File: src/rtl/seg_seq_pkg.sv
// Shared types and helpers for the 7-segment message sequencer.
package seg_seq_pkg;

    typedef enum logic [1:0] {
        IDLE = 2'd0,
        SHOW = 2'd1,
        GAP  = 2'd2
    } seq_state_t;

    localparam logic [7:0] CHAR_BLANK = 8'h00;

    // Width of a down-counter that must hold the larger of the two dwell lengths.
    function automatic int cnt_width(input int tick, input int gap);
        int m;
        m = (tick > gap) ? tick : gap;
        return $clog2(m + 1);
    endfunction

endpackage

File: src/rtl/seg_dwell_timer.sv
// Loadable down-counter shared by the SHOW and GAP dwell periods.
// expire marks the final cycle of the loaded period while the timer runs.
module seg_dwell_timer #(
    parameter int CW = 8
) (
    input  logic          clk,
    input  logic          rst_n,
    input  logic          run,
    input  logic          load,
    input  logic [CW-1:0] load_val,
    output logic          expire
);

    logic [CW-1:0] cnt;

    // Reload on state entry, otherwise count down to zero and hold there.
    always_ff @(posedge clk) begin
        if (!rst_n) begin
            cnt <= '0;
        end else if (load) begin
            cnt <= load_val;
        end else if (run && (cnt != '0)) begin
            cnt <= cnt - 1'b1;
        end
    end

    assign expire = run && (cnt == '0);

endmodule

File: src/rtl/seg_message_sequencer.sv
// Message buffer plus playback FSM feeding the 7-segment character decoder.
module seg_message_sequencer
    import seg_seq_pkg::*;
#(
    parameter int DEPTH      = 16,
    parameter int TICK_DIV   = 10_000_000,
    parameter int GAP_CYCLES = 2_000_000
) (
    input  logic                       clk,
    input  logic                       rst_n,
    input  logic                       wr_valid,
    output logic                       wr_ready,
    input  logic [7:0]                 wr_char,
    input  logic                       clear,
    input  logic                       start,
    input  logic                       stop,
    input  logic                       loop_en,
    output logic [7:0]                 char,
    output logic                       char_valid,
    output logic                       busy,
    output logic                       done,
    output logic [$clog2(DEPTH+1)-1:0] len
);

    localparam int CW     = cnt_width(TICK_DIV, GAP_CYCLES);
    localparam int IW     = $clog2(DEPTH);
    localparam int LW     = $clog2(DEPTH + 1);
    localparam int GAP_M1 = (GAP_CYCLES > 0) ? GAP_CYCLES - 1 : 0;

    localparam logic [CW-1:0] TICK_LOAD = CW'(TICK_DIV - 1);
    localparam logic [CW-1:0] GAP_LOAD  = CW'(GAP_M1);
    localparam logic [LW-1:0] DEPTH_L   = LW'(DEPTH);

    seq_state_t    state;
    logic [7:0]    msg_mem [DEPTH];
    logic [IW-1:0] idx;
    logic [IW-1:0] nidx;
    logic [LW-1:0] idx_inc;
    logic          wr_fire;
    logic          start_go;
    logic          more;
    logic          slot_next;
    logic          tmr_load;
    logic          tmr_expire;
    logic [CW-1:0] tmr_val;

    assign wr_ready  = (state == IDLE) && (len < DEPTH_L);
    assign wr_fire   = wr_valid && wr_ready && !clear;
    // Effective length includes a same-cycle write; clear forces it to zero.
    assign start_go  = (state == IDLE) && start && !stop && !clear && ((len != '0) || wr_fire);
    assign idx_inc   = LW'(idx) + LW'(1);
    assign more      = idx_inc < len;
    assign slot_next = more || loop_en;
    assign nidx      = more ? idx + 1'b1 : '0;

    // Decide when the dwell timer reloads: on every entry into SHOW or GAP.
    always_comb begin
        tmr_load = 1'b0;
        tmr_val  = TICK_LOAD;
        if (start_go) begin
            tmr_load = 1'b1;
        end else if ((state != IDLE) && !stop && tmr_expire) begin
            if ((state == SHOW) && (GAP_CYCLES > 0)) begin
                tmr_load = 1'b1;
                tmr_val  = GAP_LOAD;
            end else if (slot_next) begin
                tmr_load = 1'b1;
            end
        end
    end

    seg_dwell_timer #(
        .CW(CW)
    ) u_timer (
        .clk      (clk),
        .rst_n    (rst_n),
        .run      (state != IDLE),
        .load     (tmr_load),
        .load_val (tmr_val),
        .expire   (tmr_expire)
    );

    // Message storage; only len is reset, contents are don't-care beyond len.
    always_ff @(posedge clk) begin
        if (wr_fire) begin
            msg_mem[len[IW-1:0]] <= wr_char;
        end
    end

    // Playback FSM with registered display outputs.
    always_ff @(posedge clk) begin
        if (!rst_n) begin
            state      <= IDLE;
            len        <= '0;
            idx        <= '0;
            char       <= CHAR_BLANK;
            char_valid <= 1'b0;
            busy       <= 1'b0;
            done       <= 1'b0;
        end else begin
            done <= 1'b0;
            unique case (state)
                IDLE: begin
                    if (clear) begin
                        len <= '0;
                    end else if (wr_fire) begin
                        len <= len + 1'b1;
                    end
                    if (start_go) begin
                        state      <= SHOW;
                        idx        <= '0;
                        // An empty buffer can only start via a same-cycle write to slot 0.
                        char       <= (len == '0) ? wr_char : msg_mem[0];
                        char_valid <= 1'b1;
                        busy       <= 1'b1;
                    end
                end
                default: begin
                    if (stop) begin
                        state      <= IDLE;
                        char       <= CHAR_BLANK;
                        char_valid <= 1'b0;
                        busy       <= 1'b0;
                    end else if (tmr_expire && (state == SHOW) && (GAP_CYCLES > 0)) begin
                        state      <= GAP;
                        char       <= CHAR_BLANK;
                        char_valid <= 1'b0;
                    end else if (tmr_expire) begin
                        if (slot_next) begin
                            state      <= SHOW;
                            idx        <= nidx;
                            char       <= msg_mem[nidx];
                            char_valid <= 1'b1;
                        end else begin
                            state      <= IDLE;
                            char       <= CHAR_BLANK;
                            char_valid <= 1'b0;
                            busy       <= 1'b0;
                            done       <= 1'b1;
                        end
                    end
                end
            endcase
        end
    end

endmodule
File: config.mk
export PLATFORM = sky130hd
export DESIGN_NAME = seg_message_sequencer
export DESIGN_NICKNAME = d
export VERILOG_FILES = /design/src/rtl/seg_seq_pkg.sv /design/src/rtl/seg_dwell_timer.sv /design/src/rtl/seg_message_sequencer.sv
export SDC_FILE = /design/constraint.sdc
export NUM_CORES = 1
export LEC_CHECK = 0
export CAP_MARGIN = 30
export CORE_MARGIN = 2
export CORE_UTILIZATION = 61
export DETAILED_ROUTE_END_ITERATION = 10
export PLACE_DENSITY_LB_ADDON = 0.2
export SYNTH_ARGS = -nofsm -noshare
export SYNTH_HDL_FRONTEND = slang
export SYNTH_HIERARCHICAL = 1
export SYNTH_SLANG_ARGS = --single-unit
File: constraint.sdc
create_clock -name clk -period 4.5 [get_ports clk]
set_input_delay 1.35 -clock clk [delete_from_list [all_inputs] [get_ports clk]]
set_output_delay 1.35 -clock clk [all_outputs]
set_load 0.02 [all_outputs]
* Word-level counts from Yosys, hierarchy flattened
Memories as Yosys holds them, arrays and structs flattened. Index checks and enable logic that the tools add are counted.
Storage, ports and cells: bits in read-only memories 0, latch bits 0, logic and storage cells 100, RAM bits 128, register bits after elaboration 46, memories kept 1, output and inout bits 17, bits of input ports 15
Cells by class: magnitude comparators 2, div/mod/pow operators 0, bitwise logic cells 2, reductions and logical operators 33, multiply operators 0, mux-type cells 44, $add $sub $neg 4, equal/unequal tests 6, shift operators 0
Memories:
- msg_mem | words 16, bits a word 8, read ports 2, clocked after Yosys merged registers in 0, write ports 1, RTL line seg_message_sequencer.sv:35 | logic [7:0] msg_mem [DEPTH];
Operators by type and width (number):
- $mux 24 | 5
- $mux 8 | 7
- $mux 4 | 7
- $logic_not 24->1 | 1
- $reduce_bool 24->1 | 1
- $sub 24x1->24 const B | 1
- $mux 1 | 18
- $logic_and 1x1->1 | 12
- $mux 2 | 5
- $mux 5 | 2
- $reduce_bool 2->1 | 5
- $add 4x1->5 const B | 1
- $add 5x1->5 const B | 1
- $logic_not 5->1 | 1
- $lt 5x5->1 | 1
- $lt 5x5->1 const B | 1
- $reduce_and 5->1 | 1
- $reduce_bool 5->1 | 1
- $reduce_or 5->1 | 1
- $add 4x1->4 const B | 1
- $ne 2x2->1 const B | 2
- $reduce_and 2->1 | 2
- $reduce_and 4->1 | 1
- $reduce_bool 4->1 | 1
- 9 further kinds | 12

* Depth between registers and ports, before layout
An unclocked memory read counts as a cell.
depth in word-level cells 9, depth in mapped cells 13, depth with buffers taken out 12

* Modules after synthesis
Netlist, hierarchy kept.
Modules (own cells, without submodules):
- seg_message_sequencer | area an instance 6536.3 um^2, cells each 476, seq. area each 4264.1 um^2, times used 1
- seg_dwell_timer | area an instance 1505.2 um^2, cells each 174, seq. area each 480.5 um^2, times used 1

* Worst setup path after synthesis
Ideal clock, no wire load.
kind reg2reg, start register state[0], end register u_timer.cnt[21], buffers on the path 3, period minus slack after synthesis 3186 ps, data required time 4367 ps, path slack 1314 ps, library setup time 133 ps, arrival 3053 ps, cell stages (with the launch flop) 13, cells stage by stage dfxtp_1 -> nor2_1 -> inv_2 -> buf_2 -> clkbuf_1 -> inv_1 -> nor3_1 -> inv_1 -> o41ai_1 -> clkinv_1 -> clkbuf_1 -> o21ai_0 -> a21oi_1
On the way: elaborated cells between the ends (all ways) 22, classes of those cells 1 x eq/ne; 6 x mux; 15 x reduce/logical
RTL lines:
- from (decl) | RTL line seg_message_sequencer.sv:34 | seq_state_t state;
- from (signal assigned) | RTL line seg_message_sequencer.sv:93 | state <= IDLE;
- from (signal assigned) | RTL line seg_message_sequencer.sv:110 | state <= SHOW;
- from (signal assigned) | RTL line seg_message_sequencer.sv:120 | state <= IDLE;
- $reduce_bool 2->1 (*) | RTL line seg_message_sequencer.sv:77 | .run (state != IDLE),
- $logic_and 1x1->1 (*) | RTL line seg_dwell_timer.sv:27 | assign expire = run && (cnt == '0);
- named net tmr_expire | RTL line seg_message_sequencer.sv:44 | logic tmr_expire;
- $logic_and 1x1->1 (*) | RTL line seg_message_sequencer.sv:62 | end else if ((state != IDLE) && !stop && tmr_expire) begin
- $mux 1 (*) | RTL line seg_message_sequencer.sv:62
- $mux 1 (*) | RTL line seg_message_sequencer.sv:60 | if (start_go) begin
- named net tmr_load | RTL line seg_message_sequencer.sv:43 | logic tmr_load;
- $mux 24 or $reduce_bool 2->1 (tied branches)
- to (signal assigned) | RTL line seg_dwell_timer.sv:21 | cnt <= load_val;
- to (signal assigned) | RTL line seg_dwell_timer.sv:23 | cnt <= cnt - 1'b1;
- to (decl) | RTL line seg_dwell_timer.sv:14 | logic [CW-1:0] cnt;
The timed path passes the listed nets; every way through them passes the cells marked *. A chain may end at the register's enable or synchronous reset.

* Worst setup path in the final report
start register state[1], end output wr_ready
On the way: word-level cells in the longest chain between the ends 2
RTL lines:
- $logic_not 2->1 | RTL line seg_message_sequencer.sv:47 | assign wr_ready = (state == IDLE) && (len < DEPTH_L);
- $logic_and 1x1->1 | RTL line seg_message_sequencer.sv:47
- to (decl) | RTL line seg_message_sequencer.sv:12 | output logic wr_ready,
Every way passes these cells.

==> reports/metrics.yaml <==
status: "finished clean"
port_buffers: 31
antenna_found_initial: 0
start_util: 0.632
die-width_um: 119
powerDensity_mw_per_mm2: 381
rsz0062_at_grt: "no"
clk_pin_slew_worst_paths_ps: 70
drt-initial-drc-count: 711
grt_pass1_wl_um: 29500
final_util: 0.718
viasPerCell: 6.35
io_pins: 32
syn_inst: 650
pre_cts_ws_ps: 877
ys_warn_count: 6
synth_area_leader_cell: "edfxtp_1"
worst_pin_slew_ps: 965
clock_sinks: 173
drt-pass1-iter-count: 7
synth_edf_count: 128
worst_ep_required_time_ps: 3150
grt-ovfl-total: 0
area_growth_pct: 13.6
finalSetupViolations: 0
fin_crit_ps: 3790
crit_arrival_ps: 2440
period_share: 0.843
end_kind: "output pin"
cts-root-buf: "clkbuf_16"
synth_top_flop_cell: "edfxtp_1"
crit_path_max_incr_delay_ps: 620
cts_made_buffers: 17
wl_per_cell_um: 21.2
post-cts-setup-buffers: 0
antenna_left: 0
drv_cap: 0
core_mm2: 0.0127
drt-total-wl_um: 18800
drive_gt1_frac: 0.119
regArea_mm2: 0.00474
timing.final.ws_setup_ps: 705
netlist_area_mm2: 0.00804
timing.fmax_mhz: 264
diodes: 0
hold_buffers: 0
synth_cell_types: 74
row_count: 41
finalClockSkew_ps: 10.5
hold_class: "flip-flop to flip-flop"
hpwl_um: 12600
synthTopCellsByArea: "edfxtp_1 48%, dfxtp_1 11%, mux2i_1 4.0%"
final_area_mm2: 0.00914
cp_slowest_cell: "clkdlybuf4s50_1"
drc: 0
htree_levels: 4
place_area_mm2: 0.00857
fillers: 912
yosysSeqAreaShare: 0.590
path_max_fanout: 22
cts_tree: "yes"
relSlewSlack: 0.355
fp.dieH_um: 119
yosys.area.top_type_share: 0.478
grt_max_degree: 46
path_delay_family: "buffers and inverters"
hold_viol_final: 0
postSynthAreaPerCell_um2: 12.4
start_kind: "flip-flop"
ys_ff_latch: 173
hold_slack_ps: 488
cts_buffer_depth: 2
multiInputGateArea_mm2: 0.00313
grt_pass1_vias: 5435
vias: 5617
drv_slew: 0
globalRouteTotalUtil: 0.276
dieArea_mm2: 0.0141
cts_resized: 0
crit_chain: "nor2_1 -> inv_2 -> nor2_1 -> clkdlybuf4s50_1"
nets: 726
worstSetupPathType: "flip-flop to output pin"
power_leakage_nw: 3.09
worst-path-buf-inv: 2
synthArstFlopShare: 0
crit_top_cell: "nor2_1"
gp_congestion: 0.856
vdd_drop_max_uv: 348
tns_ps: 0
clk_latency_ps: 440
[where the power goes]
group          switching (mW)  internal [mW]
logic                   0.196          0.113
clock network           0.620          0.781
registers              0.0321           1.74
[flip-flops by register name, indices dropped and copies added (netlist names)]
signal and count:
busy 1, len 5, char 8, idx 4, state 2, u_timer/cnt 24, done 1, msg_mem 128
[kinds of logic (layout without fill, tap and decap cells)]
group / count (synthesis) / count (layout) / synth area share
AOI/OAI and AO/OA: 201 / 201 / 0.172
DFF: 173 / 173 / 0.590
buffers and inverters: 49 / 95 / 0.0293
muxes: 48 / 48 / 0.0622
other: 2 / 19 / 0.000934
and+or+nand+nor: 143 / 143 / 0.103
xor gates and xnor gates: 23 / 23 / 0.0251
adders and majority gates: 11 / 11 / 0.0171
[worst paths after layout]
kind	end	startpoint	slack, ps	cells after the start
worst max-delay path	wr_ready	state[1]	710	4
worst min register to register	busy	busy	490	2
worst max register to register	char[5]	idx[0]	820	10
worst min-delay path	busy	busy	490	2
[metrics by stage]
step,total power [mW],cells
floorplan,2.01,667
global placement,2.10,853
detailed placement,2.11,853
CTS,3.48,885
global route,3.58,885
finish,3.48,885
[cell usage in the layout, fill, tap and decap left out, drive strengths merged, types with 11 or more instances in the layout]
cell and instances:
o21ai 60, dfxtp 45, o21a 13, conb 19, nand2 12, buf 15
mux2i 32, inv 17, ha 11, nor3 15, and3 11, o22ai 23
xor2 13, mux2 16, and2 14, edfxtp 128, nor2 45, clkbuf 20
a21oi 36, clkdlybuf4s50 31, a211oi 13
[synthesized netlist by cell type (4+ instances only)]
cell type    n
o22ai_1     23
nor2_1      45
xor2_1      13
o211ai_1     6
and3_1      11
nor3_1      14
o2111ai_1    4
o21ai_0     47
mux2i_1     32
clkbuf_1    17
o21ai_2      4
and2_1      13
dfxtp_1     45
nand2_1     11
ha_1        11
a31oi_1      6
a211oi_1    13
o21ai_1      9
nand3_1      9
buf_2        8
xnor2_1     10
inv_1       13
mux2_2      16
a21oi_1     36
edfxtp_1   128
o221ai_1     8
buf_6        4
a41o_1       8
a221oi_1     9
o21a_1      13
nor3b_1      5
[routing by layer]
metal / routed length [um] / vias to the layer above / track usage
met1: 7790 / 2704 / 0.364
met2: 9050 / 247 / 0.444
li1: - / 2615 / -
met4: 718 / 0 / 0.122
met5: 0 / - / 0
met3: 1220 / 51 / 0.0589
[cell type report]
| cell class | count | share of cell area |
|---|---|---|
| well taps | 172 | 0.0236 |
| inverters | 17 | 0.00699 |
| multi-input cells | 445 | 0.342 |
| clock inverters | 12 | 0.0127 |
| clock buffers | 20 | 0.0489 |
| repair buffers | 46 | 0.0463 |
| flip-flops and latches | 173 | 0.519 |
[worst reg2reg max path, stage by stage (launching register included)]
cell and delay, ps:
dfxtp_1 340, buf_4 390, nand3_1 170, xnor2_1 180
ha_1 320, o21a_1 140, o21ai_1 250, o21ai_2 820
nand2_1 370, o221ai_1 410, a41o_1 230
No activity file was read; power rests on OpenSTA's default activity.
